### config.mk
export PLATFORM = sky130hd
export DESIGN_NAME = commit_flush_ctrl
export DESIGN_NICKNAME = d
export VERILOG_FILES = /design/src/rtl/commit_flush_ctrl.sv
export SDC_FILE = /design/constraint.sdc
export NUM_CORES = 1
export LEC_CHECK = 0
export BUFFER_PORTS_ARGS = -buffer_cell sky130_fd_sc_hd__clkbuf_2
export CAP_MARGIN = 20
export CORE_MARGIN = 3
export CORE_UTILIZATION = 60
export CTS_BUF_LIST = sky130_fd_sc_hd__clkbuf_8 sky130_fd_sc_hd__clkbuf_16
export CTS_CLUSTER_SIZE = 14
export DETAILED_ROUTE_END_ITERATION = 6
export PLACE_DENSITY = 0.88
export RECOVER_POWER = 100
export SLEW_MARGIN = 30
export SYNTH_ARGS = -nofsm -noshare
export SYNTH_HDL_FRONTEND = slang
export SYNTH_SLANG_ARGS = --single-unit
### constraint.sdc
create_clock -name clk_i -period 10.3 [get_ports clk_i]
set_clock_uncertainty 0.1 [all_clocks]
set_input_delay 2.575 -clock clk_i [delete_from_list [all_inputs] [get_ports clk_i]]
set_output_delay 2.575 -clock clk_i [all_outputs]
set_load 0.02 [all_outputs]
### src/rtl/commit_flush_ctrl.sv
// Turns the commit stage's single-cycle fence/flush pulses into the ordered
// drain -> D$ -> I$/TLB -> pipeline-redirect sequence, holding commit meanwhile.
//
// state     | meaning
// IDLE      | waiting for a retiring fence/flush request
// DRAIN     | waiting for the store buffer to empty
// DC_FLUSH  | D$ flush requested, waiting for ack or watchdog
// IC_FLUSH  | one-cycle I$ flush pulse
// TLB_FLUSH | one-cycle TLB flush pulse
// DONE      | pipeline flush and fetch redirect to pc + 4
module commit_flush_ctrl #(
  parameter int unsigned          TIMEOUT_W     = 16,
  parameter logic [TIMEOUT_W-1:0] FLUSH_TIMEOUT = 16'd4096
) (
  input  logic        clk_i,
  input  logic        rst_i,
  input  logic        fence_i_i,
  input  logic        fence_i,
  input  logic        sfence_vma_i,
  input  logic        flush_commit_i,
  input  logic [63:0] pc_commit_i,
  input  logic        no_st_pending_i,
  input  logic        dcache_flush_ack_i,
  output logic        halt_o,
  output logic        flush_dcache_o,
  output logic        flush_icache_o,
  output logic        flush_tlb_o,
  output logic        flush_pipeline_o,
  output logic        set_pc_o,
  output logic [63:0] pc_o,
  output logic        timeout_o
);

  typedef enum logic [2:0] {
    IDLE, DRAIN, DC_FLUSH, IC_FLUSH, TLB_FLUSH, DONE
  } state_e;

  localparam int K_FENCE_I = 0;
  localparam int K_FENCE   = 1;
  localparam int K_SFENCE  = 2;
  localparam int K_COMMIT  = 3;

  localparam logic [TIMEOUT_W-1:0] CNT_LAST = FLUSH_TIMEOUT - TIMEOUT_W'(1);

  state_e               state_q, state_d;
  logic [3:0]           kind_q, kind_d;
  logic [63:0]          pc_q, pc_d;
  logic [TIMEOUT_W-1:0] cnt_q, cnt_d;

  logic        halt_q, flush_dcache_q, flush_icache_q, flush_tlb_q;
  logic        flush_pipeline_q, set_pc_q;
  logic [63:0] pc_o_q;
  logic        cnt_last;

  assign cnt_last = (cnt_q == CNT_LAST);

  always_comb begin
    state_d = state_q;
    kind_d  = kind_q;
    pc_d    = pc_q;
    cnt_d   = cnt_q;
    unique case (state_q)
      IDLE: begin
        if (fence_i_i) begin
          kind_d  = 4'b0001 << K_FENCE_I;
          pc_d    = pc_commit_i;
          state_d = DRAIN;
        end else if (fence_i) begin
          kind_d  = 4'b0001 << K_FENCE;
          pc_d    = pc_commit_i;
          state_d = DRAIN;
        end else if (sfence_vma_i) begin
          kind_d  = 4'b0001 << K_SFENCE;
          pc_d    = pc_commit_i;
          state_d = DRAIN;
        end else if (flush_commit_i) begin
          kind_d  = 4'b0001 << K_COMMIT;
          pc_d    = pc_commit_i;
          state_d = DONE;
        end
      end
      DRAIN: begin
        if (no_st_pending_i) begin
          cnt_d = '0;
          if (kind_q[K_SFENCE])      state_d = TLB_FLUSH;
          else if (kind_q[K_COMMIT]) state_d = DONE;
          else                       state_d = DC_FLUSH;
        end
      end
      DC_FLUSH: begin
        cnt_d = cnt_q + TIMEOUT_W'(1);
        if (dcache_flush_ack_i || cnt_last)
          state_d = kind_q[K_FENCE_I] ? IC_FLUSH : DONE;
      end
      IC_FLUSH:  state_d = DONE;
      TLB_FLUSH: state_d = DONE;
      DONE:      state_d = IDLE;
      default:   state_d = IDLE;
    endcase
  end

  // Outputs are registered from the next state so they line up with the state they describe.
  always_ff @(posedge clk_i) begin
    if (rst_i) begin
      state_q          <= IDLE;
      kind_q           <= '0;
      pc_q             <= '0;
      cnt_q            <= '0;
      halt_q           <= 1'b0;
      flush_dcache_q   <= 1'b0;
      flush_icache_q   <= 1'b0;
      flush_tlb_q      <= 1'b0;
      flush_pipeline_q <= 1'b0;
      set_pc_q         <= 1'b0;
      pc_o_q           <= '0;
    end else begin
      state_q          <= state_d;
      kind_q           <= kind_d;
      pc_q             <= pc_d;
      cnt_q            <= cnt_d;
      halt_q           <= (state_d != IDLE);
      flush_dcache_q   <= (state_d == DC_FLUSH);
      flush_icache_q   <= (state_d == IC_FLUSH);
      flush_tlb_q      <= (state_d == TLB_FLUSH);
      flush_pipeline_q <= (state_d == DONE);
      set_pc_q         <= (state_d == DONE);
      pc_o_q           <= (state_d == DONE) ? pc_d + 64'd4 : '0;
    end
  end

  assign halt_o           = halt_q;
  assign flush_dcache_o   = flush_dcache_q;
  assign flush_icache_o   = flush_icache_q;
  assign flush_tlb_o      = flush_tlb_q;
  assign flush_pipeline_o = flush_pipeline_q;
  assign set_pc_o         = set_pc_q;
  assign pc_o             = pc_o_q;
  // A late ack wins over the watchdog, so the pulse cannot be registered ahead of time.
  assign timeout_o        = (state_q == DC_FLUSH) && cnt_last && !dcache_flush_ack_i;

endmodule

==> flow_summary_export.csv, run 1 <==
group,metric,value,unit
status,status,"finished with violations",
status,violations,"max-capacitance violations, max-slew violations",
floorplan,die-height,119,um
worst_setup_path,rr_worst_depth,6,
place,place.gp.congestion,0.939,
worst_setup_path,cp.required,10.52,ns
global_route,antenna_found_initial,0,
cts,cts_tree,"done",
cts,path_clk_slew,0.06,ns
routing,vias_per_cell,6.30,
global_route,grt_pass1_wl,34.6,mm
cts,cts_inserted_buffers,17,
sta,setup_viol,0,
cts,post-cts-setup-buffer-count,0,
cts,clk_latency,0.43,ns
cts,clock_path_buffers,2,
layout,diodes,0,
floorplan,row_count,40,
worst_setup_path,start_kind,"input pin",
yosys,yosysWarnings,0,
sta,holdWs,0.383,ns
worst_setup_path,cp-end-kind,"flip-flop",
routing,drt_iter0_drc,753,
place,port_buffers,142,
yosys,synthesis.area,7710,sq um
power,vdd_drop_max,0.120,mV
routing,drt-total-wl,21.5,mm
place,dp_hpwl,14.4,mm
sta,finalHoldViolCount,0,
sta,maxSlewViolCount,102,
global_route,grt_pass1_vias,7218,
power,leakage,3.47,nW
cts,htree_levels,4,
worst_setup_path,rrSetupSlack,5.67,ns
routing,avgRoutedWirePerCell,17.5,um
layout,fill_cells,1001,
global_route,grt_max_degree,86,
routing,ant_nets,0,
floorplan,io_pins,143,
yosys,synth_edf_count,0,
worst_setup_path,rr_startpoint,"state_q[1]",
flow_run,maxCapViolCount,2,
layout,area_delta_synth_final,16.4,%
power,swShare,31.8,%
cts,cts_hold_buf,0,
yosys,avgSynthCellArea,8.29,sq um
yosys,ys.flop_type,"dfxtp_1",
floorplan,start_util,62.9,%
sta,worstMarginPinSlew,3.86,ns
floorplan,dieArea,14200,sq um
global_route,track_usage,29.6,%
sta,finalSetupTns,0,ns
yosys,synth-seq-cells,155,
worst_setup_path,endpoint,"pc_o[45]",
yosys,ys_async_sr_fraction,0,%
cts,cts.sinks,155,
floorplan,die_w,119,um
sta,slew_headroom,-157,%
floorplan,placeableCoreArea,12300,sq um
sta,rsz0062_at_grt,"no",
power,p_int,1.14,mW
worst_setup_path,path_max_fanout,85,
power,switchingPower,0.531,mW
yosys,synth_nets,1004,
sta,min_period,7.07,ns
cts,clockRootBuffer,"clkbuf_16",
yosys,synth_seq_area_share,40.3,%
worst_setup_path,crit_type,"input pin to flip-flop",
worst_setup_path,crit_arrival,7.29,ns
layout,postLayoutCoreUtil,73.2,%
routing,drc,0,
power,clkPwrFrac,36.4,%
yosys,synth_cell_types,64,
global_route,grt-ovfl-total,0,
power,seq_power_share,41.9,%
layout,drive_above_1_share,11.7,%
worst_setup_path,r2r_end,"pc_o[4]",
worst_setup_path,critPathLaunch,"rst_i",
min_path,hold_path.class,"flip-flop to flip-flop",
power,p_comb_share,21.7,%
yosys,syn-instance-count,930,
routing,routed-via-count,7741,
layout,finalNetCount,1122,
power,power_density,186,nW/um^2
routing,first_pass_iters,6,
sta,timing.final.crit_share,68.7,%
cts,cts_resized,0,
sta,max_freq,0.141,GHz
==> cell usage in the layout (no fill, tap or decap), types with 4 or more instances in the layout <==
cell       netlist  routed
a21boi_0         5       6
and2_1          11      10
mux2i_1         53      53
nor3b_1          8       7
o211ai_1        13      13
nor2_1         125     124
buf_4            1       6
a32oi_1          4       4
xor2_1          22      22
clkbuf_2         0      72
clkinv_2         0       4
or3_1           10      10
a31oi_1         19      19
a22o_1           5       5
inv_1           22      25
xnor2_1         19      19
dfxtp_1        155     155
o31a_1           5       5
a21oi_1         39      39
or4_1            5       5
clkbuf_16        0      17
a211oi_1        11      12
nand3_1         42      42
o21ai_0         20      20
and3_1          37      37
nor4_1          16      15
nor2b_1          4       4
nand4_1         47      47
o21a_1           7       7
o22ai_1          4       4
nor3_1          45      44
clkbuf_1        35      72
nand2_1         65      64
and4_1           5       5
==> cells in the mapped netlist (5+ instances only) <==
master    number  area, sq um
or4_1          5         37.5
nand4_1       47          294
nor3b_1        8         60.1
a21boi_0       5         37.5
a211oi_1      11         82.6
a22o_1         5         43.8
and3_1        37          231
clkbuf_1      35          131
buf_1          6         22.5
and4_1         5         43.8
o21a_1         7         52.6
dfxtp_1      155         3100
inv_1         22         82.6
mux2i_1       53          531
nor4_1        16          100
nand2_1       65          244
a31oi_1       19          119
nand3_1       42          210
or3_1         10         62.6
a21oi_1       39          195
o21ai_0       20          100
nor2_1       125          469
xor2_1        22          193
nor3_1        45          225
o211ai_1      13         97.6
xnor2_1       19          166
and2_1        11         68.8
buf_2          9         45.0
o31a_1         5         43.8
==> through the flow <==
stage / setup WS, ns / area [sq um] / instances / power [mW]
3_5_place_dp: 3.27 / 8490 / 1196 / 1.07
4_1_cts: 3.69 / 9060 / 1228 / 1.67
6_report: 3.23 / 8970 / 1229 / 1.67
2_1_floorplan: 4.19 / 7710 / 930 / 0.966
5_1_grt: 2.69 / 8970 / 1229 / 1.74
3_3_place_gp: 3.43 / 8470 / 1194 / 1.06
==> flip-flops by register name, summed over array words and instances, names as in the netlist <==
register        flops
flush_icache_o      1
cnt_q              16
pc_o               64
flush_tlb_o         1
pc_q               64
set_pc_o            1
state_q             3
halt_o              1
kind_q              3
flush_dcache_o      1
==> routing by layer <==
layer  GRT usage [%]  up-vias  wire [um]
li1                -     3635          -
met5               0        -          0
met2            49.0      394      10400
met3            6.27       60       1830
met4            10.2        0        473
met1            38.3     3652       8840
==> area by class of cell <==
type / count / area (sq um) / area share [%]
Clock buffer: 18 / 439 / 4.90
Inverter: 22 / 82.6 / 0.921
Timing Repair Buffer: 152 / 686 / 7.64
Multi-Input combinational cell: 700 / 4320 / 48.1
Sequential cell: 155 / 3100 / 34.6
Clock inverter: 14 / 131 / 1.46
Tap cell: 168 / 210 / 2.34
==> cell families after synthesis <==
logic type      Yosys count  synth area share [%]
flops                   155                  40.3
xor+xnor                 41                  4.66
fa+ha+maj                 2                 0.325
buf+inv                  75                  4.04
compound gates          162                  14.2
simple gates            439                  29.2
mux                      56                  7.32
==> worst min-delay path by stage <==
stage / start / depth (start not counted) / to
after CTS: kind_q[2] / 2 / kind_q[2]
after floorplan: kind_q[2] / 2 / kind_q[2]
after global routing: pc_q[16] / 2 / pc_q[16]
after detailed placement: pc_q[16] / 2 / pc_q[16]
after global placement: pc_q[16] / 2 / pc_q[16]
final: kind_q[2] / 2 / kind_q[2]
==> power groups by stage <==
stage	Clock, mW	Combinational [mW]	Sequential, mW
finish	0.609	0.362	0.701
global route	0.634	0.396	0.707
CTS	0.610	0.363	0.698
detailed placement	0	0.360	0.710
global placement	0	0.351	0.709
floorplan	0	0.242	0.724
==> critical path, stage by stage <==
cell	delay, ns
clkbuf_2	0.07
clkbuf_1	2.68
nor2_1	0.26
a21boi_0	0.52
nand2_4	0.72
inv_1	0.19
and3_1	0.20
(Power assumes the default switching activity.)
==> run 2, diff against run 1 <==
CORE_UTILIZATION = 56   (was 60)
PLACE_DENSITY = 0.83   (was 0.88)
clock period = 7.2 ns   (was 10.3 ns; I/O delays follow)
==> flow_summary_export.csv, run 2 (synthesis results as in run 1) <==
group,metric,value,unit
place,place_area,8500,sq um
routing,first_pass_iters,7,
global_route,antenna_found_initial,0,
cts,cts_inserted_buffers,17,
sta,maxSlewViolCount,176,
routing,routed-via-count,7676,
routing,drc,0,
flow_run,maxCapViolCount,3,
worst_setup_path,critPathMaxStageDelay,1.63,ns
power,leakage,3.48,nW
status,violations,"max-capacitance violations, max-slew violations",
layout,drive_above_1_share,10.8,%
global_route,track_usage,28.6,%
routing,drt-total-wl,21.5,mm
sta,finalSetupTns,0,ns
global_route,grt_pass1_wl,34.5,mm
layout,final_cell_area,8970,sq um
cts,cts_tree,"done",
min_path,hold_path.class,"flip-flop to flip-flop",
sta,max_freq,0.164,GHz
cts,post-cts-setup-buffer-count,0,
power,vdd_drop_max,0.143,mV
floorplan,row_count,42,
worst_setup_path,path_max_fanout,57,
global_route,grt_pass1_vias,7012,
global_route,grt_max_degree,85,
status,status,"finished with violations",
routing,ant_nets,0,
layout,most-common-layout-cells,"dfxtp_1, nor2_1, clkbuf_1",
global_route,grt-ovfl-total,0,
min_path,whs_path_depth,2,
layout,area_delta_synth_final,16.4,%
layout,diodes,0,
floorplan,die-height,123,um
cts,cts_hold_buf,0,
place,port_buffers,142,
worst_setup_path,crit_slowest_cell,"nand2_1",
worst_setup_path,cpMostUsedCell,"nor4b_1",
cts,clock_path_buffers,2,
floorplan,io_pins,143,
floorplan,dieArea,15200,sq um
floorplan,start_util,57.7,%
worst_setup_path,cp.required,7.39,ns
sta,slew_headroom,-160,%
cts,path_clk_slew,0.06,ns
worst_setup_path,crit_type,"input pin to flip-flop",
sta,fin_ws,1.09,ns
layout,finalNetCount,1121,
power,finalPower,2.41,mW
worst_setup_path,rr_worst_depth,6,
worst_setup_path,crit_chain,"clkbuf_1 -> or3_1 -> nor4b_1 -> nor4b_1 -> a21boi_0 -> nand2_1 -> a211oi_1",
layout,layout_commonest_cell,"dfxtp_1",
cts,htree_levels,4,
sta,setup_viol,0,
floorplan,placeableCoreArea,13300,sq um
sta,worstMarginPinSlew,3.90,ns
routing,avgRoutedWirePerCell,17.4,um
place,dpl_worst_slack,1.29,ns
sta,min_period,6.11,ns
worst_setup_path,crit_arrival,6.30,ns
routing,vias_per_cell,6.21,
place,dp_hpwl,14.7,mm
sta,finalHoldViolCount,0,
cts,cts.sinks,155,
layout,postLayoutCoreUtil,67.2,%
sta,rsz0062_at_grt,"no",
sta,timing.final.crit_share,84.9,%
routing,drt_iter0_drc,823,
cts,cts_resized,0,
worst_setup_path,start_kind,"input pin",
worst_setup_path,cp-end-kind,"flip-flop",
cts,clockRootBuffer,"clkbuf_16",
place,place.gp.congestion,0.935,
floorplan,die_w,123,um
cts,clk_latency,0.44,ns
power,power_density,269,nW/um^2
## run 2: cell count changes in the layout (fill, tap and decap cells not counted), moves of 2 or more
| cell | delta |
|---|---|
| clkbuf_1 | +4 |
| clkbuf_2 | -4 |
| clkinvlp_4 | -2 |
| inv_1 | +3 |
## run 2: metal layers
layer / vias to the layer above / wire length, um / GRT usage [%]
li1: 3644 / - / -
met1: 3613 / 9360 / 38.5
met2: 367 / 9790 / 43.8
met3: 52 / 1840 / 7.09
met4: 0 / 502 / 11.9
met5: - / 0 / 0
## run 2: power by group
part	total [mW]	leakage [nW]	switching [mW]	internal, mW
sequential	1.00	1.27	0.0639	0.940
combinational	0.517	1.90	0.340	0.177
clock	0.892	0.307	0.349	0.543
## run 2: cell type report
type,count,area [sq um]
fill,1170,4380
timing repair buffer,151,676
inverter,22,82.6
tap,176,220
multi-input combinational,700,4310
sequential,155,3100
clock buffer,18,439
clock inverter,14,140
## run 2: path summary, 6_finish.rpt
path | startpoint | endpoint | slack, ns
worst max-delay path | fence_i_i | pc_o[16] | 1.09
worst min-delay path | pc_q[16] | pc_q[16] | 0.37
worst max register to register | state_q[1] | pc_o[16] | 1.60
worst min register to register | pc_q[16] | pc_q[16] | 0.37
## run 2: worst max-delay path, delay by kind of cell
kind                   cells  cell delay (ns)
AO/OA/AOI/OAI              2             1.81
buffers and inverters      1             0.12
AND/OR/NAND/NOR            4             2.54
## run 2: metrics by stage
stage | hold slack [ns] | cells
floorplan | 0.345 | 930
global placement | 0.359 | 1202
detailed placement | 0.365 | 1204
CTS | 0.373 | 1236
global route | 0.395 | 1236
finish | 0.372 | 1236
